File: src/rtl/hash_target_check_pkg.sv
`default_nettype none
// ---------------------------------------------------------------------------
// Module   : hash_target_check_pkg
// Brief    : Shared widths, compare FSM encodings and a digest byte-reverse helper.
// Revision : 1.0
// ---------------------------------------------------------------------------
package hash_target_check_pkg;

  localparam int HASH_W  = 256;
  localparam int NONCE_W = 32;

  typedef enum logic [1:0] {
    IDLE = 2'd0,
    CMP  = 2'd1,
    DONE = 2'd2
  } state_e;

  // Byte 0 becomes byte HASH_W/8-1; the hash core reuses this for digest order.
  function automatic logic [HASH_W-1:0] byte_reverse(input logic [HASH_W-1:0] din);
    logic [HASH_W-1:0] dout;
    for (int i = 0; i < HASH_W/8; i++) begin
      dout[i*8 +: 8] = din[(HASH_W/8-1-i)*8 +: 8];
    end
    return dout;
  endfunction

endpackage
`default_nettype wire

File: src/rtl/hash_target_check_chunk_cmp.sv
`default_nettype none
// ---------------------------------------------------------------------------
// Module   : hash_target_check_chunk_cmp
// Brief    : Combinational unsigned magnitude compare of one CHUNK_W slice.
// Revision : 1.0
// ---------------------------------------------------------------------------
module hash_target_check_chunk_cmp #(
  parameter int CHUNK_W = 32
) (
  input  logic [CHUNK_W-1:0] a,
  input  logic [CHUNK_W-1:0] b,
  output logic               lt,
  output logic               gt,
  output logic               eq
);

  assign lt = (a < b);
  assign gt = (a > b);
  assign eq = (a == b);

endmodule
`default_nettype wire

File: src/rtl/hash_target_check.sv
`default_nettype none
// ---------------------------------------------------------------------------
// Module   : hash_target_check
// Brief    : Iterative MSB-first hash <= target check with golden-nonce latch.
//            Define HASH_BYTE_SWAP_EN to byte-reverse hash_in at accept.
// Revision : 1.0
// ---------------------------------------------------------------------------
module hash_target_check
  import hash_target_check_pkg::*;
#(
  parameter int CHUNK_W = 32,
  parameter int CNT_W   = 16
) (
  input  logic               clk,
  input  logic               rst_n,
  input  logic               hash_valid,
  output logic               hash_ready,
  input  logic [HASH_W-1:0]  hash_in,
  input  logic [NONCE_W-1:0] nonce_in,
  input  logic [HASH_W-1:0]  target_in,
  input  logic               clear_found,
  output logic               result_valid,
  output logic               result_meets,
  output logic               found,
  output logic [NONCE_W-1:0] golden_nonce,
  output logic [CNT_W-1:0]   found_cnt
);

  localparam int NCHUNK = HASH_W / CHUNK_W;
  localparam int IDX_W  = (NCHUNK > 1) ? $clog2(NCHUNK) : 1;
  localparam logic [IDX_W-1:0] IDX_TOP = IDX_W'(NCHUNK - 1);

  if ((HASH_W % CHUNK_W) != 0) begin : g_chunk_w_check
    $error("hash_target_check: CHUNK_W must divide 256");
  end

  state_e               state_q, state_d;
  logic [HASH_W-1:0]    hash_q, hash_d;
  logic [HASH_W-1:0]    target_q, target_d;
  logic [NONCE_W-1:0]   nonce_q, nonce_d;
  logic [IDX_W-1:0]     idx_q, idx_d;
  logic                 meets_q, meets_d;
  logic                 result_valid_q, result_valid_d;
  logic                 hash_ready_q, hash_ready_d;
  logic                 found_q, found_d;
  logic [NONCE_W-1:0]   golden_q, golden_d;
  logic [CNT_W-1:0]     cnt_q, cnt_d;

  logic [HASH_W-1:0]    hash_acc;
  logic [CHUNK_W-1:0]   hash_chunk   [NCHUNK];
  logic [CHUNK_W-1:0]   target_chunk [NCHUNK];
  logic                 chunk_lt, chunk_gt, chunk_eq;

`ifdef HASH_BYTE_SWAP_EN
  assign hash_acc = byte_reverse(hash_in);
`else
  assign hash_acc = hash_in;
`endif

  for (genvar gi = 0; gi < NCHUNK; gi++) begin : g_chunk
    assign hash_chunk[gi]   = hash_q[gi*CHUNK_W +: CHUNK_W];
    assign target_chunk[gi] = target_q[gi*CHUNK_W +: CHUNK_W];
  end

  hash_target_check_chunk_cmp #(
    .CHUNK_W (CHUNK_W)
  ) u_chunk_cmp (
    .a  (hash_chunk[idx_q]),
    .b  (target_chunk[idx_q]),
    .lt (chunk_lt),
    .gt (chunk_gt),
    .eq (chunk_eq)
  );

  always_comb begin
    state_d        = state_q;
    hash_d         = hash_q;
    target_d       = target_q;
    nonce_d        = nonce_q;
    idx_d          = idx_q;
    meets_d        = meets_q;
    result_valid_d = 1'b0;
    found_d        = found_q;
    golden_d       = golden_q;
    cnt_d          = cnt_q;

    // A find in DONE below overrides a coincident clear.
    if (clear_found) begin
      found_d = 1'b0;
    end

    case (state_q)
      IDLE: begin
        if (hash_valid && hash_ready_q) begin
          hash_d   = hash_acc;
          target_d = target_in;
          nonce_d  = nonce_in;
          idx_d    = IDX_TOP;
          state_d  = CMP;
        end
      end
      CMP: begin
        if (chunk_lt || (chunk_eq && (idx_q == '0))) begin
          meets_d        = 1'b1;
          result_valid_d = 1'b1;
          state_d        = DONE;
        end else if (chunk_gt) begin
          meets_d        = 1'b0;
          result_valid_d = 1'b1;
          state_d        = DONE;
        end else begin
          idx_d = idx_q - 1'b1;
        end
      end
      DONE: begin
        state_d = IDLE;
        if (meets_q) begin
          found_d  = 1'b1;
          golden_d = nonce_q;
          if (cnt_q != '1) begin
            cnt_d = cnt_q + 1'b1;
          end
        end
      end
      default: state_d = IDLE;
    endcase

    hash_ready_d = (state_d == IDLE);
  end

  always_ff @(posedge clk or negedge rst_n) begin
    if (!rst_n) begin
      state_q        <= IDLE;
      hash_q         <= '0;
      target_q       <= '0;
      nonce_q        <= '0;
      idx_q          <= '0;
      meets_q        <= 1'b0;
      result_valid_q <= 1'b0;
      hash_ready_q   <= 1'b1;
      found_q        <= 1'b0;
      golden_q       <= '0;
      cnt_q          <= '0;
    end else begin
      state_q        <= state_d;
      hash_q         <= hash_d;
      target_q       <= target_d;
      nonce_q        <= nonce_d;
      idx_q          <= idx_d;
      meets_q        <= meets_d;
      result_valid_q <= result_valid_d;
      hash_ready_q   <= hash_ready_d;
      found_q        <= found_d;
      golden_q       <= golden_d;
      cnt_q          <= cnt_d;
    end
  end

  assign hash_ready   = hash_ready_q;
  assign result_valid = result_valid_q;
  assign result_meets = meets_q;
  assign found        = found_q;
  assign golden_nonce = golden_q;
  assign found_cnt    = cnt_q;

endmodule
`default_nettype wire

File: config.mk
export PLATFORM = sky130hd
export DESIGN_NAME = hash_target_check
export DESIGN_NICKNAME = d
export VERILOG_FILES = /design/src/rtl/hash_target_check_pkg.sv /design/src/rtl/hash_target_check_chunk_cmp.sv /design/src/rtl/hash_target_check.sv
export SDC_FILE = /design/constraint.sdc
export NUM_CORES = 1
export LEC_CHECK = 0
export ABC_AREA = 0
export BUFFER_PORTS_ARGS = -buffer_cell sky130_fd_sc_hd__buf_2
export CAP_MARGIN = 20
export CORE_MARGIN = 2
export CORE_UTILIZATION = 30
export CTS_BUF_LIST = sky130_fd_sc_hd__clkbuf_8
export DETAILED_ROUTE_END_ITERATION = 7
export PLACE_DENSITY = 0.61
export SLEW_MARGIN = 20
export SYNTH_ARGS = -nofsm -noshare
export SYNTH_HDL_FRONTEND = slang
export SYNTH_SLANG_ARGS = --single-unit
File: constraint.sdc
create_clock -name clk -period 3.62 [get_ports clk]
set_input_delay 0.181 -clock clk [delete_from_list [all_inputs] [get_ports clk]]
set_output_delay 0.181 -clock clk [all_outputs]
set_load 0.03 [all_outputs]
==> out/summary.txt, run 1 <==
Non-Filler Instances: 4,165
Hold Path Class: in -> async
Post-synth top cells: mux2_2 (609), dfrtp_1 (600), mux4_2 (128), buf_2 (67), ha_1 (35)
Final Worst Setup Slack: 0.0830 ns
CP Max Fanout: 8
Fin. Hold Viols: 0
LEAKAGE: 0.0180 uW
Clk_lat worst skew: 0.73 ns
Max Fclk: 0.283 GHz
Max Root-Sink Buffers: 3
Startpoint types: flop
Post-synthesis async set-or-reset flop share: 1.00
Initial antenna violation count: 26
Outcome: finished clean
H-Tree Depth: 3
Pre-CTS WS: -0.228 ns
Drt pass-1 iters: 4
Post-synth top area cell: dfrtp_1
Cts bufs inserted: 107
Count leader, synth: mux2_2
Tot GR Track Use: 0.182
Met2 wire length: 42,200 um
WP data required: 4.27 ns
Vias after detailed routing: 19,300
I/O pin count: 600
Crit path time final: 3.54 ns
Avg Synthesized Cell Area: 16.4 um^2
Max Cap Viol: 0
Synthesized Nets: 2,211
Arr. time, crit path: 4.19 ns
Final core utilization: 0.454
Worst slew margin: 0.429
Final period util: 0.977
Flops & latches, synth: 601
Die X: 303 um
Crit Reg-Reg Endpoint: idx_q[1]
WHS: 0.0886 ns
YS warnings: 0
# setup viols final: 0
Mean number of vias per cell: 4.64
Cells after synthesis: 1,628
Top sig layer: met5
Cells after DPL: 3,389
Synth area leaders: dfrtp_1 (56%), mux2_2 (26%), mux4_2 (11%)
Die ar.: 91,700 um^2
R2r worst-path depth: 14
R2R Setup Slk: 0.08 ns
CP Cell Sequence: buf_12, buf_16, buf_12, mux4_2, mux2_4, ha_4, nand4_1, buf_4, nor4_4, buf_4, nand3b_1, nor2_2, o21a_1, mux2i_1
Metal-1 WL: 36,200 um
Peak supply drop: 426 uV
Slew @ Worst Pin: 0.856 ns
Clock skew: 0.0258 ns
Worst path top cell family by delay: multiplexers
Synth top area share: 0.561
Detail Route Antenna Nets: 0
Power per cell area: 736 nW/um^2
Input/output buffers: 599
Worst-path clk slew: 0.06 ns
Max Slew Vio Count: 0
Grt ovf: 0
Core area: 88,400 um^2
Root Driver: clkbuf_8
Synth Cell Area: 26,800 um^2
Die Ht: 303 um
Reg2reg start: idx_q[0]
Clk sinks: 601
CTS tree: done
Synth cell types: 41
Main synth FF type: dfrtp_1
Setup CP Type: reg -> reg
Final #Nets: 3,480
Std-Cell Rows: 109
Placer Congestion: 0.832
Register area share after synthesis: 0.562
Crit-path max cell delay: 0.50 ns
CP bufs+invs: 5
Nature of the critical path endpoint: flop
Global-route wire length before repair: 127,000 um
Largest net degree at the start of global routing: 127
Layout cell share with drive strength beyond 1: 0.551
Drt drc: 0
RSZ-0062 raised after global routing: true
Detailed placement HPWL: 59,700 um
Final wirelength: 85,500 um
Vias in the first global route: 22,100
Drt wl/cell: 20.5 um
Slowest cell on crit path: dfrtp_4
DR iter-0 viols: 894
Starting Density: 0.303
Met3 wire len: 4320 um
Synth-to-Final Area Change: 49.8%
Post-synth EDFFs: 0
-- registers in the layout, summed over array words and instances, names as in the netlist --
signal        cells
result_valid      1
target_q        256
found             1
idx_q             3
state_q           2
found_cnt        16
nonce_q          32
result_meets      1
hash_q          256
hash_ready        1
golden_nonce     32
-- metrics by stage --
step	power (uW)	cell area [um^2]	TNS, ns
3_5_place_dp	22000	31800	-0.839
4_1_cts	29500	39700	0
5_1_grt	31300	40100	-0.213
2_1_floorplan	18700	26800	0
6_report	29500	40100	0
3_3_place_gp	21500	31800	-0.744
-- cell usage in the layout (no fill, tap or decap), drive strengths merged, types with 4 or more instances in the layout --
master,netlist,layout
buf,74,713
mux2,609,609
dfrtp,600,600
dlygate4sd3,0,547
clkbuf,28,140
mux4,128,128
ha,35,35
mux2i,34,34
inv,3,30
diode,0,24
nand2,15,15
a21oi,15,15
xnor2,12,12
clkinv,0,12
nand4,11,11
nand3,9,9
nor2,9,9
bufinv,0,8
o21ai,5,5
nor4,5,5
and4,4,4
-- cell families (layout without fill, tap and decap cells) --
| group | after synthesis | in the layout | share of synthesized area |
|---|---|---|---|
| simple gates | 69 | 69 | 0.0153 |
| xor+xnor | 15 | 15 | 0.00491 |
| fa+ha+maj | 35 | 35 | 0.0164 |
| mux | 771 | 771 | 0.376 |
| flops | 601 | 601 | 0.562 |
| buf+inv | 105 | 1453 | 0.0179 |
| compound gates | 32 | 32 | 0.00734 |
| other cells | 0 | 24 | 0 |
-- how the worst max path moves through the flow --
| stage | from | endpoint | slack (ns) | depth (start not counted) |
|---|---|---|---|---|
| final | idx_q[0] | idx_q[1] | 0.08 | 14 |
| after global routing | idx_q[0] | idx_q[1] | -0.07 | 14 |
| after CTS | idx_q[0] | idx_q[1] | 0.02 | 14 |
| after detailed placement | idx_q[0] | idx_q[1] | -0.23 | 12 |
| after global placement | idx_q[0] | idx_q[2] | -0.18 | 11 |
| after floorplan | idx_q[0] | idx_q[2] | 0.23 | 12 |
-- report_power, final --
group | leakage [uW] | switching (uW) | internal [uW]
clock | 0.00130 | 2900 | 3980
sequential | 0.00707 | 1850 | 10100
combinational | 0.00963 | 4280 | 6400
-- cell type report --
cell class,count,area (um^2)
multi-input cells,922,11400
fillers,7671,48300
flip-flops and latches,601,15100
well taps,1165,1460
clock buffers,138,1900
inverters,3,11.3
diodes,24,60.1
repair buffers,1262,9760
clock inverters,50,443
-- metal layers --
layer  up-vias  track usage
met2       557        0.302
met3       184       0.0418
li1       8692            -
met5         -            0
met4         6       0.0745
met1      9879        0.231
-- worst register-to-register path, cell delays in order, from the launching register on --
cell,delay [ns]
dfrtp_4,0.50
buf_12,0.16
buf_16,0.16
buf_12,0.16
mux4_2,0.45
mux2_4,0.33
ha_4,0.28
nand4_1,0.14
buf_4,0.19
nor4_4,0.24
buf_4,0.16
nand3b_1,0.12
nor2_2,0.17
o21a_1,0.21
mux2i_1,0.19
-- repair_timing --
action | in CTS | in global routing
hold buffers | 547 | 0
setup buffers | 4 | 11
gates resized for setup | 12 | 35
gates cloned | 0 | 2
hold endpoints to repair | 658 | 0
pin swaps | 3 | 11
endpoints found under the setup margin | 7 | 7
Power figures use the tool's default switching activity.
==> inputs of run 2 (changes only) <==
--- a/config.mk
+++ b/config.mk
@@ -8,11 +8,14 @@
 export ABC_AREA = 0
 export BUFFER_PORTS_ARGS = -buffer_cell sky130_fd_sc_hd__buf_2
 export CAP_MARGIN = 20
+export CELL_PAD_IN_SITES_DETAIL_PLACEMENT = 1
+export CELL_PAD_IN_SITES_GLOBAL_PLACEMENT = 1
 export CORE_MARGIN = 2
 export CORE_UTILIZATION = 30
 export CTS_BUF_LIST = sky130_fd_sc_hd__clkbuf_8
 export DETAILED_ROUTE_END_ITERATION = 7
-export PLACE_DENSITY = 0.61
+export PLACE_DENSITY = 0.65
+export SKIP_LAST_GASP = 1
 export SLEW_MARGIN = 20
 export SYNTH_ARGS = -nofsm -noshare
 export SYNTH_HDL_FRONTEND = slang
==> run 2 against run 1 <==
  * Sequential share of layout area grew 0.10 points
  * Global-route usage is 2.6 points higher
  * Final cell count barely moved
  * Die area unchanged
  * Non-clock buffer count is 15 lower
  * Flip-flop and latch count is the same
  * Count of clock-buffer cells in the layout unchanged
  * Clock skew increased by 0.0065 ns
  * Sequential power about the same
  * Critical endpoint is now idx_q[2]
==> out/summary.txt, run 2 (synthesized netlist as in run 1, its figures left out) <==
Outcome: finished clean
Final #Nets: 3,467
Input/output buffers: 599
Synth-to-Final Area Change: 49.4%
WP data required: 4.24 ns
Cells after DPL: 3,360
Detail Route Antenna Nets: 0
Power per cell area: 739 nW/um^2
Largest net degree at the start of global routing: 95
Most frequent cells in the layout: buf_2 (598), dfrtp_1 (597), mux2_2 (596), dlygate4sd3_1 (546), clkbuf_8 (138)
Nature of the critical path endpoint: flop
RSZ-0062 raised after global routing: true
I/O pin count: 600
Hold Path Class: in -> reg
Die X: 303 um
Starting Density: 0.303
Post-route setup TNS: 0 ns
Max Root-Sink Buffers: 3
Crit Reg-Reg Endpoint: idx_q[2]
Max Fclk: 0.283 GHz
CP Max Fanout: 6
Hold Path Depth: 5
Clk sinks: 601
Global-route wire length before repair: 143,000 um
CP bufs+invs: 4
CP Cell Sequence: buf_4, buf_4, clkbuf_16, mux4_2, mux2i_4, ha_1, nand4_1, buf_4, a211oi_1, or4b_4, o21a_1, o31a_1
Cts bufs inserted: 109
Grt ovf: 0
Worst-path clk slew: 0.06 ns
R2r worst-path depth: 12
Non-Filler Instances: 4,162
Final Worst Setup Slack: 0.0808 ns
Std-Cell Rows: 109
Worst slew margin: 0.424
Final instance area: 40,000 um^2
Max Cap Viol: 0
Fin. Hold Viols: 0
Layout cell share with drive strength beyond 1: 0.552
Peak supply drop: 352 uV
Final period util: 0.978
# setup viols final: 0
Setup CP Type: reg -> reg
Arr. time, crit path: 4.16 ns
Clk_lat worst skew: 0.76 ns
Placer Congestion: 0.836
Slew @ Worst Pin: 0.864 ns
Vias in the first global route: 23,400
Die ar.: 91,700 um^2
CTS tree: done
Tot GR Track Use: 0.208
Drt wl/cell: 23.6 um
Startpoint types: flop
Final core utilization: 0.453
Clock skew: 0.0323 ns
R2R Setup Slk: 0.08 ns
Mean number of vias per cell: 4.77
Crit-path max cell delay: 0.59 ns
Vias after detailed routing: 19,800
Slowest cell on crit path: or4b_4
Drt drc: 0
Worst path top cell family by delay: simple AND/OR/NAND/NOR gates
Drt pass-1 iters: 5
Area post-placement: 31,600 um^2
HP Start: hash_valid
Core area: 88,400 um^2
H-Tree Depth: 3
Final wirelength: 98,400 um
Max Slew Vio Count: 0
DR iter-0 viols: 819
Detailed placement HPWL: 63,100 um
Biggest regs: hash_q (256), target_q (256)
Crit path time final: 3.54 ns
Reg2reg start: idx_q[0]
LEAKAGE: 0.0178 uW
Root Driver: clkbuf_8
Hold Crit Endpoint: hash_ready
Initial antenna violation count: 38
Die Ht: 303 um
Pre-CTS WS: -0.222 ns
Commonest non-fill, non-tap cell in the layout: buf_2
Cell mode on critical path: buf_4
[run 2: cell types whose count changed in the layout (fill, tap and decap cells not counted), sizes merged, moves of 3 or more]
cell,before,now
buf,713,698
diode,24,39
inv,30,38
bufinv,8,1
clkinv,12,9
[run 2: layout make-up]
type | count | area, um^2
antenna | 39 | 97.6
inverter | 3 | 11.3
clock buffer | 138 | 1900
clock inverter | 47 | 236
tap | 1165 | 1460
timing repair buffer | 1247 | 9690
sequential | 601 | 15100
fill | 9028 | 48400
multi-input combinational | 922 | 11600
[run 2: report_power, final]
part / internal [uW] / switching, uW
logic: 6390 / 4510
registers: 10100 / 2050
clock network: 3460 / 3030
total: 20000 / 9600
[run 2: worst max-delay path by stage]
stage               startpoint  endpoint  slack, ns  depth (start not counted)
global placement      idx_q[0]  idx_q[2]      -0.11                         12
CTS                   idx_q[0]  idx_q[1]      -0.01                         12
detailed placement    idx_q[0]  idx_q[1]      -0.22                         12
global route          idx_q[0]  idx_q[2]      -0.07                         14
finish                idx_q[0]  idx_q[2]       0.08                         12
floorplan             idx_q[0]  idx_q[2]       0.23                         12
[run 2: per-stage QoR]
stage	total power [uW]	hold WS, ns
2_1_floorplan	18700	-0.115
3_3_place_gp	21400	0.289
3_5_place_dp	21900	0.297
4_1_cts	29000	0.0246
5_1_grt	31300	0.0680
6_report	29600	0.0843
[run 2: worst reg2reg max path: cells and delay by family (launching register included)]
kind	cells	cell delay, ns
simple gates	2	0.76
buf+inv	4	0.66
fa+ha+maj	1	0.26
mux	2	0.71
flops	1	0.51
compound gates	3	0.52
[run 2: routing by layer]
layer  vias up  routed length (um)  GRT usage
met5         -                  44          0
met2       610               50500      0.358
met1     10400               39800      0.254
li1       8663                   -          -
met3       188                5080     0.0454
met4         6                2980     0.0836
[run 2: timing repair]
item,CTS,global route
hold endpoints to repair,625,0
hold buffers,546,0
setup endpoints to repair,7,7
gates cloned,1,4
buffers inserted,3,24
gates resized for setup,6,57
pin swaps,1,15
==> inputs of run 3 (changes only) <==
--- a/config.mk
+++ b/config.mk
@@ -14,7 +14,9 @@
 export CORE_UTILIZATION = 30
 export CTS_BUF_LIST = sky130_fd_sc_hd__clkbuf_8
 export DETAILED_ROUTE_END_ITERATION = 7
-export PLACE_DENSITY = 0.65
+export MAX_ROUTING_LAYER = met4
+export PLACE_DENSITY = 0.63
+export SETUP_SLACK_MARGIN = 0.5
 export SKIP_LAST_GASP = 1
 export SLEW_MARGIN = 20
 export SYNTH_ARGS = -nofsm -noshare
==> constraint.sdc (replaced) <==
create_clock -name clk -period 3.67 [get_ports clk]
set_input_delay 0.1835 -clock clk [delete_from_list [all_inputs] [get_ports clk]]
set_output_delay 0.1835 -clock clk [all_outputs]
set_load 0.03 [all_outputs]
==> run 3 against run 2 <==
  * Cell area rose by 1.2%
  * Count of clock-buffer cells in the layout shrank 3
  * Setup slack worse by 0.022 ns
  * Register-to-register slack got worse by 0.02 ns
  * Total power rose by 0.49%
  * Largest power group unchanged
  * Non-clock buffer count is 10 higher
  * Sequential power hardly changed
  * Hold slack worse by 0.031 ns
  * Critical endpoint unchanged
  * Sequential share of layout area down 0.44 points
  * Global-route usage rose by 1.2 points
==> out/summary.txt, run 3 (synthesized netlist as in run 1, its figures left out) <==
LEAKAGE: 0.0180 uW
Hold Path Class: in -> async
CP Max Fanout: 5
Detail Route Antenna Nets: 0
Die ar.: 91,700 um^2
Arr. time, crit path: 4.25 ns
Max Cap Viol: 0
Drt wl/cell: 23.7 um
# setup viols final: 0
Std-Cell Rows: 109
Outcome: finished clean
Vias after detailed routing: 19,800
Input/output buffers: 599
Max Root-Sink Buffers: 3
Worst slew margin: 0.504
Startpoint types: flop
WHS: 0.0531 ns
H-Tree Depth: 3
Area post-placement: 31,700 um^2
I/O pin count: 600
Final instance area: 40,500 um^2
Fin. Hold Viols: 0
Die X: 303 um
Clk_lat worst skew: 0.75 ns
Tot GR Track Use: 0.220
Global-route wire length before repair: 146,000 um
Most frequent cells in the layout: buf_2 (598), mux2_2 (597), dfrtp_1 (597), dlygate4sd3_1 (547), clkbuf_8 (135)
Drt pass-1 iters: 5
Fill count: 9,058
Final #Nets: 3,477
Detailed placement HPWL: 63,400 um
Biggest regs: hash_q (256), target_q (256)
Setup CP Type: reg -> reg
Placer Congestion: 0.852
Reg2reg start: idx_q[0]
CTS tree: done
Root Driver: clkbuf_8
Max Fclk: 0.277 GHz
Clock skew: 0.0434 ns
Peak supply drop: 332 uV
Mean number of vias per cell: 4.72
Top sig layer: met4
Starting Density: 0.303
Cts bufs inserted: 109
Core area: 88,400 um^2
Nature of the critical path endpoint: flop
Synth-to-Final Area Change: 51.2%
DR iter-0 viols: 837
Met2 wire length: 51,000 um
Crit Reg-Reg Endpoint: idx_q[2]
Clk sinks: 601
Metal-1 WL: 40,200 um
Grt ovf: 0
Drt drc: 0
R2R Setup Slk: 0.06 ns
Non-Filler Instances: 4,191
RSZ-0062 raised after global routing: true
Cells after DPL: 3,373
Commonest non-fill, non-tap cell in the layout: buf_2
Met3 wire len: 5190 um
Total power: 29,700 uW
Final wirelength: 99,100 um
Max Slew Vio Count: 0
WP data required: 4.30 ns
Final period util: 0.984
R2r worst-path depth: 13
Layout cell share with drive strength beyond 1: 0.556
Crit path time final: 3.61 ns
Post-route setup TNS: 0 ns
Slew @ Worst Pin: 0.741 ns
Power per cell area: 734 nW/um^2
Worst-path clk slew: 0.06 ns
Initial antenna violation count: 52
Vias in the first global route: 23,400
Die Ht: 303 um
Largest net degree at the start of global routing: 117
-- run 3: how the worst max path moves through the flow --
stage,startpoint,to,slack [ns]
after floorplan,idx_q[0],idx_q[2],0.50
after CTS,idx_q[0],idx_q[2],0.19
after global placement,idx_q[0],idx_q[1],-0.02
final,idx_q[0],idx_q[2],0.06
after detailed placement,idx_q[0],idx_q[1],-0.07
after global routing,idx_q[0],idx_q[1],-0.03
-- run 3: through the flow --
stage / worst slack (ns) / util
2_1_floorplan: 0.500 / -
3_3_place_gp: -0.0182 / 0.359
3_5_place_dp: -0.0677 / 0.359
4_1_cts: 0.187 / 0.455
5_1_grt: -0.0342 / 0.458
6_report: 0.0591 / 0.458
-- run 3: critical path: stages (launching register included) --
cell	delay, ns
dfrtp_4	0.52
buf_12	0.17
buf_16	0.14
buf_12	0.13
mux4_2	0.48
mux2i_2	0.23
buf_4	0.17
ha_4	0.19
nand4_1	0.17
buf_4	0.16
a2111oi_2	0.04
or4b_4	0.59
o21a_1	0.25
o31a_1	0.24
-- run 3: power breakdown --
part           internal [uW]  switching, uW
clock network           3730           3000
logic                   6490           4520
registers               9970           1990
total                  20200           9510
-- run 3: timing repair --
item / 4_1_cts / 5_1_grt
endpoints found under the hold margin: 762 / 0
resized for setup: 50 / 21
pin swaps: 18 / 11
buffers inserted: 16 / 4
setup endpoints to repair: 7 / 7
hold buffers: 547 / 0
cloned: 8 / 0
-- run 3: per-layer routing --
metal,track usage,vias to the layer above
li1,-,8705
met1,0.259,10300
met2,0.369,571
met3,0.0470,168
met4,0.0859,0
met5,-,-
-- run 3: area by class of cell --
class,count,area (um^2),area share
well taps,1165,1460,0.0360
clock buffers,135,1860,0.0459
diodes,53,133,0.00328
inverters,3,11.3,0.000278
clock inverters,55,425,0.0105
repair buffers,1257,9930,0.245
flip-flops and latches,601,15100,0.372
multi-input cells,922,11600,0.287
